===== config.mk =====
export PLATFORM = sky130hd
export DESIGN_NAME = dmem_stall_sequencer
export DESIGN_NICKNAME = d
export VERILOG_FILES = /design/src/rtl/core_pkg.sv /design/src/rtl/bus_timeout_counter.sv /design/src/rtl/dmem_stall_sequencer.sv
export SDC_FILE = /design/constraint.sdc
export NUM_CORES = 1
export LEC_CHECK = 0
export CORE_MARGIN = 1.5
export CORE_UTILIZATION = 25
export CTS_BUF_LIST = sky130_fd_sc_hd__clkbuf_2
export DETAILED_ROUTE_END_ITERATION = 16
export PLACE_DENSITY = 0.52
export SYNTH_ARGS = -nofsm -noshare
export SYNTH_HDL_FRONTEND = slang
export SYNTH_HIERARCHICAL = 1
export SYNTH_SLANG_ARGS = --single-unit

===== constraint.sdc =====
create_clock -name clk -period 1.2 [get_ports clk]
set_input_delay 0.24 -clock clk [delete_from_list [all_inputs] [get_ports clk]]
set_output_delay 0.24 -clock clk [all_outputs]
set_load 0.02 [all_outputs]

===== src/rtl/core_pkg.sv =====
// Shared types and defaults for the data-memory stall sequencer.
// The bus timeout is compiled in only when DMEM_TIMEOUT_EN is defined.
package core_pkg;

   typedef enum logic [1:0] {
      MSEQ_IDLE = 2'd0,
      MSEQ_BUS  = 2'd1,
      MSEQ_DONE = 2'd2
   } mseq_state_t;

   // Default number of BUS cycles without ack before the access is abandoned.
   localparam int unsigned DMEM_TIMEOUT_CYCLES_DEFAULT = 255;

   // Counter width able to hold 0 .. n-1 (at least one bit).
   function automatic int unsigned tcount_width(input int unsigned n);
      return (n <= 2) ? 1 : $clog2(n);
   endfunction

endpackage


===== src/rtl/bus_timeout_counter.sv =====
// Counts BUS cycles without acknowledge. tc is high while the count sits on
// its last value (CYCLES-1), i.e. during the CYCLES-th unacknowledged cycle.
// Only instantiated when DMEM_TIMEOUT_EN is defined.
module bus_timeout_counter
   import core_pkg::*;
#(
   parameter int unsigned CYCLES = DMEM_TIMEOUT_CYCLES_DEFAULT
) (
   input  logic clk,
   input  logic reset,
   input  logic clear,
   input  logic enable,
   output logic tc
);

   localparam int unsigned CW = tcount_width(CYCLES);
   localparam logic [CW-1:0] LAST = CW'(CYCLES - 1);

   logic [CW-1:0] count;

   assign tc = (count == LAST);

   // Count up while enabled; saturate at the terminal value.
   always_ff @(posedge clk) begin
      if (reset || clear) begin
         count <= '0;
      end else if (enable && !tc) begin
         count <= count + 1'b1;
      end
   end

endmodule


===== src/rtl/dmem_stall_sequencer.sv =====
// Sequences MEM-stage loads/stores onto a single-outstanding wait-state data
// bus and generates the pipeline freeze request.
// Optional feature: define DMEM_TIMEOUT_EN to abandon an access after
// TIMEOUT_CYCLES unacknowledged BUS cycles and report it on bus_err.
//
// Handshake: the MEM stage holds mem_req (and its fields) while stall_pipl is
// high; the bus side keeps cyc/stb high from the first BUS cycle until the
// cycle in which dbus_ack is sampled high, so exactly one transfer completes
// per request. mem_done marks every DONE cycle; the response (mem_rdata,
// bus_err) is stable for all of them.
module dmem_stall_sequencer
   import core_pkg::*;
#(
   parameter int unsigned ADDR_W         = 32,
   parameter int unsigned DATA_W         = 32,
   parameter int unsigned TIMEOUT_CYCLES = DMEM_TIMEOUT_CYCLES_DEFAULT
) (
   input  logic                  clk,
   input  logic                  reset,
   input  logic                  mem_req,
   input  logic                  mem_we,
   input  logic [ADDR_W-1:0]     mem_addr,
   input  logic [DATA_W-1:0]     mem_wdata,
   input  logic [DATA_W/8-1:0]   mem_sel,
   input  logic                  ext_stall,
   output logic                  stall_pipl,
   output logic [DATA_W-1:0]     mem_rdata,
   output logic                  mem_done,
   output logic                  bus_err,
   output logic                  dbus_cyc,
   output logic                  dbus_stb,
   output logic                  dbus_we,
   output logic [ADDR_W-1:0]     dbus_addr,
   output logic [DATA_W-1:0]     dbus_wdata,
   output logic [DATA_W/8-1:0]   dbus_sel,
   input  logic [DATA_W-1:0]     dbus_rdata,
   input  logic                  dbus_ack,
   output mseq_state_t           dbg_state
);

   mseq_state_t state;
   logic        timeout;

   // A zero timeout would end every access before the bus could answer.
   if (TIMEOUT_CYCLES < 1) begin : g_bad_timeout
      $error("dmem_stall_sequencer: TIMEOUT_CYCLES must be at least 1");
   end

`ifdef DMEM_TIMEOUT_EN
   logic to_tc;

   // Counter is held clear outside BUS, so it starts from zero on BUS entry.
   bus_timeout_counter #(
      .CYCLES (TIMEOUT_CYCLES)
   ) u_timeout (
      .clk    (clk),
      .reset  (reset),
      .clear  (state != MSEQ_BUS),
      .enable ((state == MSEQ_BUS) && !dbus_ack),
      .tc     (to_tc)
   );

   // Ack takes priority when both land in the same cycle.
   assign timeout = (state == MSEQ_BUS) && !dbus_ack && to_tc;
`else
   assign timeout = 1'b0;
`endif

   // Freeze while an access is being launched or is on the bus, or when
   // another multicycle unit asks for it. DONE contributes nothing itself.
   assign stall_pipl = ((state == MSEQ_IDLE) && mem_req)
                     || (state == MSEQ_BUS)
                     || ext_stall;

   assign dbg_state = state;

   // Access sequencer: state and all bus/response registers.
   always_ff @(posedge clk) begin
      if (reset) begin
         state      <= MSEQ_IDLE;
         mem_rdata  <= '0;
         mem_done   <= 1'b0;
         bus_err    <= 1'b0;
         dbus_cyc   <= 1'b0;
         dbus_stb   <= 1'b0;
         dbus_we    <= 1'b0;
         dbus_addr  <= '0;
         dbus_wdata <= '0;
         dbus_sel   <= '0;
      end else begin
         case (state)
            MSEQ_IDLE: begin
               if (mem_req) begin
                  dbus_we    <= mem_we;
                  dbus_addr  <= mem_addr;
                  dbus_wdata <= mem_wdata;
                  dbus_sel   <= mem_sel;
                  dbus_cyc   <= 1'b1;
                  dbus_stb   <= 1'b1;
                  state      <= MSEQ_BUS;
               end
            end
            MSEQ_BUS: begin
               if (dbus_ack) begin
                  mem_rdata <= dbus_we ? '0 : dbus_rdata;
                  dbus_cyc  <= 1'b0;
                  dbus_stb  <= 1'b0;
                  mem_done  <= 1'b1;
                  bus_err   <= 1'b0;
                  state     <= MSEQ_DONE;
               end else if (timeout) begin
                  mem_rdata <= '0;
                  dbus_cyc  <= 1'b0;
                  dbus_stb  <= 1'b0;
                  mem_done  <= 1'b1;
                  bus_err   <= 1'b1;
                  state     <= MSEQ_DONE;
               end
            end
            MSEQ_DONE: begin
               // mem_req here still belongs to the finished instruction.
               if (!ext_stall) begin
                  mem_done <= 1'b0;
                  bus_err  <= 1'b0;
                  state    <= MSEQ_IDLE;
               end
            end
            default: begin
               state <= MSEQ_IDLE;
            end
         endcase
      end
   end

endmodule


==> Word level (Yosys, flattened, before mapping) <==
Cells that the tools add are included.
{ "op_classes": {"eq_ne": 5, "n_mux": 12, "reduce_logical": 11} }
{ "op_table": {"columns": ["operator", "n"], "rows": [
  ["$mux W32", 1],
  ["$reduce_and A3 Y1", 3],
  ["$mux W2", 3],
  ["$ne A2 B2 Y1 const B", 3],
  ["$pmux W1 S2", 3],
  ["$pmux W2 S3", 1],
  ["$mux W1", 4],
  ["$reduce_and A2 Y1", 2],
  ["$reduce_bool A2 Y1", 2],
  ["$eq A2 B1 Y1 const B", 1],
  ["$eq A2 B2 Y1 const B", 1],
  ["$logic_not A2 Y1", 1],
  ["$logic_or A1 B1 Y1", 2],
  ["$logic_and A1 B1 Y1", 1]
]} }
{ "word_totals": {"register_bits": 106, "in_bits": 106, "out_inout_bits": 108, "elab_cells": 37} }

==> Longest topological paths before layout <==
Gate-level depths: netlist of run 1.
{ "logic_depth": {"depth_word": 4, "ltp_mapped": 5, "ltp_nobuf": 2} }

==> Worst setup path after synthesis of run 1 <==
Ideal clock, no wire load.
{ "synth_timing": {"path_kind": "reg-to-reg", "start": "register state[1], in the netlist dbg_state[1]", "end": "register dbus_addr[21]", "setup_ns": 0.072, "arrival_ns": 1.220, "required_ns": 1.128, "setup_slack_ns": -0.092, "stages_incl_launch_ff": 6, "path_buffers": 3, "period_less_slack_ns": 1.292, "cell_sequence": "dfxtp_1 nor3b_2 buf_4 buf_6 buf_8 mux2i_1"} }
{ "synth_between": {"elab_chain_len": 2} }
{ "synth_lines": {"columns": ["element", "line", "source"], "rows": [
  ["start: declaration", "dmem_stall_sequencer.sv:41", "mseq_state_t state;"],
  ["start signal: assignment", "dmem_stall_sequencer.sv:80", "state <= MSEQ_IDLE;"],
  ["start signal: assignment", "dmem_stall_sequencer.sv:100", "state <= MSEQ_BUS;"],
  ["start signal: assignment", "dmem_stall_sequencer.sv:110", "state <= MSEQ_DONE;"],
  ["$logic_not A2 Y1", "dmem_stall_sequencer.sv:91", "case (state)"],
  ["$reduce_and A2 Y1 (no source line)", null, null],
  ["end signal: assignment", "dmem_stall_sequencer.sv:95", "dbus_addr <= mem_addr;"],
  ["end: declaration", "dmem_stall_sequencer.sv:33", "output logic [ADDR_W-1:0] dbus_addr,"]
]} }
Every way passes these cells.
A chain may end at the register's enable or synchronous reset.

==> Final worst setup path of run 1 <==
{ "layout_timing": {"start": "register state[0], in the netlist dbg_state[0]", "end": "register dbus_wdata[26]"} }
{ "layout_between": {"elab_chain_len": 2} }
{ "layout_lines": {"columns": ["element", "line", "source"], "rows": [
  ["$logic_not A2 Y1", "dmem_stall_sequencer.sv:91", null],
  ["$reduce_and A2 Y1 (no source line)", null, null],
  ["end signal: assignment", "dmem_stall_sequencer.sv:96", "dbus_wdata <= mem_wdata;"],
  ["end: declaration", "dmem_stall_sequencer.sv:34", "output logic [DATA_W-1:0] dbus_wdata,"]
]} }
Every way passes these cells.

==> reports/results.ini, run 1 <==
[global_route]
globalRoute.totalOverflow=0
track_usage_pct=14.65
grt_pass1_wl_mm=22.60
met2_usage_pct=24.29
grt_busiest_layer=met2
antenna_found_initial=0
grt_pass1_vias=4224
met3_usage_pct=4.725
grt_max_degree=64
grt_util_met1_pct=18.05

[route]
first_iter_violations=113
routed_wl_mm=14.73
wl_per_cell_um=14.89
via_per_inst=4.157
drtAntennaViolNets=0
num_vias=4111
drtPass1Iterations=4
drc=0

[critical_path]
critical_path_arrival_ns=2.16
slowest_delay_ns=0.39
start_kind=flip-flop
path_cells=buf_4 -> buf_6 -> buf_12 -> nor3b_4 -> buf_6 -> buf_12 -> buf_16 -> mux2i_1
path_class=flip-flop to flip-flop
cp.required_ns=1.77
worstPathMaxFanout=5
slowest_stage=dfxtp_2
crit_buf_inv=6
crit_path_end_kind=flip-flop
cpLargestDelayFamily=buffers and inverters

[timing]
clock_skew_ns=0.04261
hold_viol_final=0
timing.hold.ws_ns=0.1362
finalSetupViolations=210
layout_setup_ws_ns=-0.3904
post-route-period-util_pct=132.5
fmaxAchievable_ghz=0.6288
period_minus_slack_ns=1.590
rsz0062_at_grt=true
drv_slew=0

[clock_network]
cts_root_buf=clkbuf_2
clockBufferDepth=2
cts.sinks=105
htree_levels=3
cts_tree=done
clk_pin_slew_ns=0.30
numCtsBuffers=9
insertion_delay_ns=0.61

[layout]
n_antenna_cell=0
final_area_um2=8272
fin_nets=832
areaGrowthSynthToFinish_pct=71.54
drive_gt1_share_pct=45.68

[power_and_ir_drop]
p_leak_nw=3.377
ir_drop_mv=0.4235
power.density_nw_per_um2=935.9

[synthesis]
yosys_warnings=6
avgSynthCellArea_um2=10.39
ys_seq_area_share_pct=43.59
netlist_area_um2=4822
synth.distinct_cells=22
ys_ff_latch=105
yosys-top-cells-area=dfxtp_1 (44%), nand2b_1 (22%), mux2i_1 (21%)
yosysTopAreaCellShare_pct=43.59
syn_inst=464
synth_top_area_cell=dfxtp_1
synth_fp_nets=570

[place]
io_buffers=212
hpwlAfterDp_mm=9.744
placedInstanceArea_um2=7345
gp_congestion=0.7289

[floorplanning]
core_area_um2=18830
die-width_um=141.9
fp.dieH_um=141.9
io_pins=214
rows=50
initial_utilization_pct=25.61
die_area_um2=20130

[min_path]
hold_path.class=primary input to flip-flop

[run_status]
violations=negative setup slack
outcome=finished, violations left

[flow_run]
drv_cap=0

[where the power goes]
part           total [mW]  internal (mW)  switching [mW]
clock network        1.47          0.245            1.22
registers            3.92           3.76           0.164
logic                2.35           1.42           0.930
[worst reg2reg max path, cell delays in order (launching register included)]
cell	delay, ns
dfxtp_2	0.39
buf_4	0.13
buf_6	0.11
buf_12	0.12
nor3b_4	0.22
buf_6	0.18
buf_12	0.13
buf_16	0.12
mux2i_1	0.19
[sequential cells by signal, indices dropped and copies added (netlist names)]
signal and count:
mem_rdata 32, dbus_addr 32, dbus_sel 4, mem_done 1, dbg_state 2, dbus_wdata 32
dbus_we 1, dbus_stb 1
[layer usage]
| layer | vias up | part of all wire, % |
|---|---|---|
| met3 | 17 | 6.8 |
| met1 | 1929 | 44 |
| met4 | 0 | 1.7 |
| li1 | 2045 | - |
| met5 | - | 0 |
| met2 | 120 | 47 |
[what timing repair did]
item	in CTS	in global routing
pin swaps	2	3
setup endpoints to repair	210	211
buffers inserted	36	12
resized for setup	774	29
gates cloned	9	0
hold buffers	1	0
hold endpoints to repair	3	0
[synthesized netlist by cell type (all sizes together)]
cell type,n
o32ai,1
a211oi,1
nand2b,173
mux2i,101
clkbuf,21
buf,19
inv,1
a21oi,1
dfxtp,105
conb,1
or3b,32
nor2,1
o21bai,1
nor3b,2
a2111oi,1
o21ba,1
and3b,2
[final timing paths]
check,slack (ns),cells after the start,end,from
worst max-delay path,-0.39,8,dbus_wdata[26],dbg_state[0]
worst min-delay path,0.14,3,dbus_wdata[14],mem_wdata[14]
worst max register to register,-0.39,8,dbus_wdata[26],dbg_state[0]
worst min register to register,0.50,2,dbus_addr[31],dbus_addr[31]
[through the flow]
stage	cells	utilization (%)	worst slack, ns	power [mW]	TNS [ns]
after floorplan	464	-	-0.005988	4.890	-0.1785
after global placement	928	39.00	-0.5364	5.879	-38.87
after detailed placement	928	39.00	-0.5342	5.906	-40.20
after CTS	988	44.16	-0.4321	7.950	-51.64
after global routing	989	43.93	-0.4826	8.183	-66.54
final	989	43.93	-0.3904	7.742	-48.17
[kinds of logic after synthesis]
| kind of cell | Yosys count | share of synthesized area (%) |
|---|---|---|
| buffers and inverters | 41 | 5.267 |
| other | 1 | 0.07777 |
| flip-flops | 105 | 43.59 |
| multiplexers | 101 | 20.97 |
| AO/OA/AOI/OAI | 6 | 0.9861 |
| AND/OR/NAND/NOR | 210 | 29.11 |
[layout by cell type, fill, tap and decap left out, types with 2 or more instances in the layout]
cell type / instances
nand2b_1: 173
buf_6: 120
clkdlybuf4s50_1: 104
dfxtp_2: 103
mux2i_1: 100
buf_4: 45
or3b_2: 24
buf_12: 12
clkbuf_2: 9
or3b_1: 8
buf_8: 7
clkinvlp_4: 3
buf_16: 2
dfxtp_4: 2
[cell type report]
cell class	count	area, um2
tap	260	325.3
multi-input combinational	318	2485
timing repair buffer	291	3141
clock inverter	5	33.78
inverter	1	3.754
clock buffer	9	45.04
fill	1795	10560
sequential	105	2238
No activity file was read; power rests on OpenSTA's default activity.
==> run 2, diff against run 1 <==
- RECOVER_POWER: not set -> 25
==> results of run 2 <==
Final layout, timing and power as in run 1 (identical DEF).
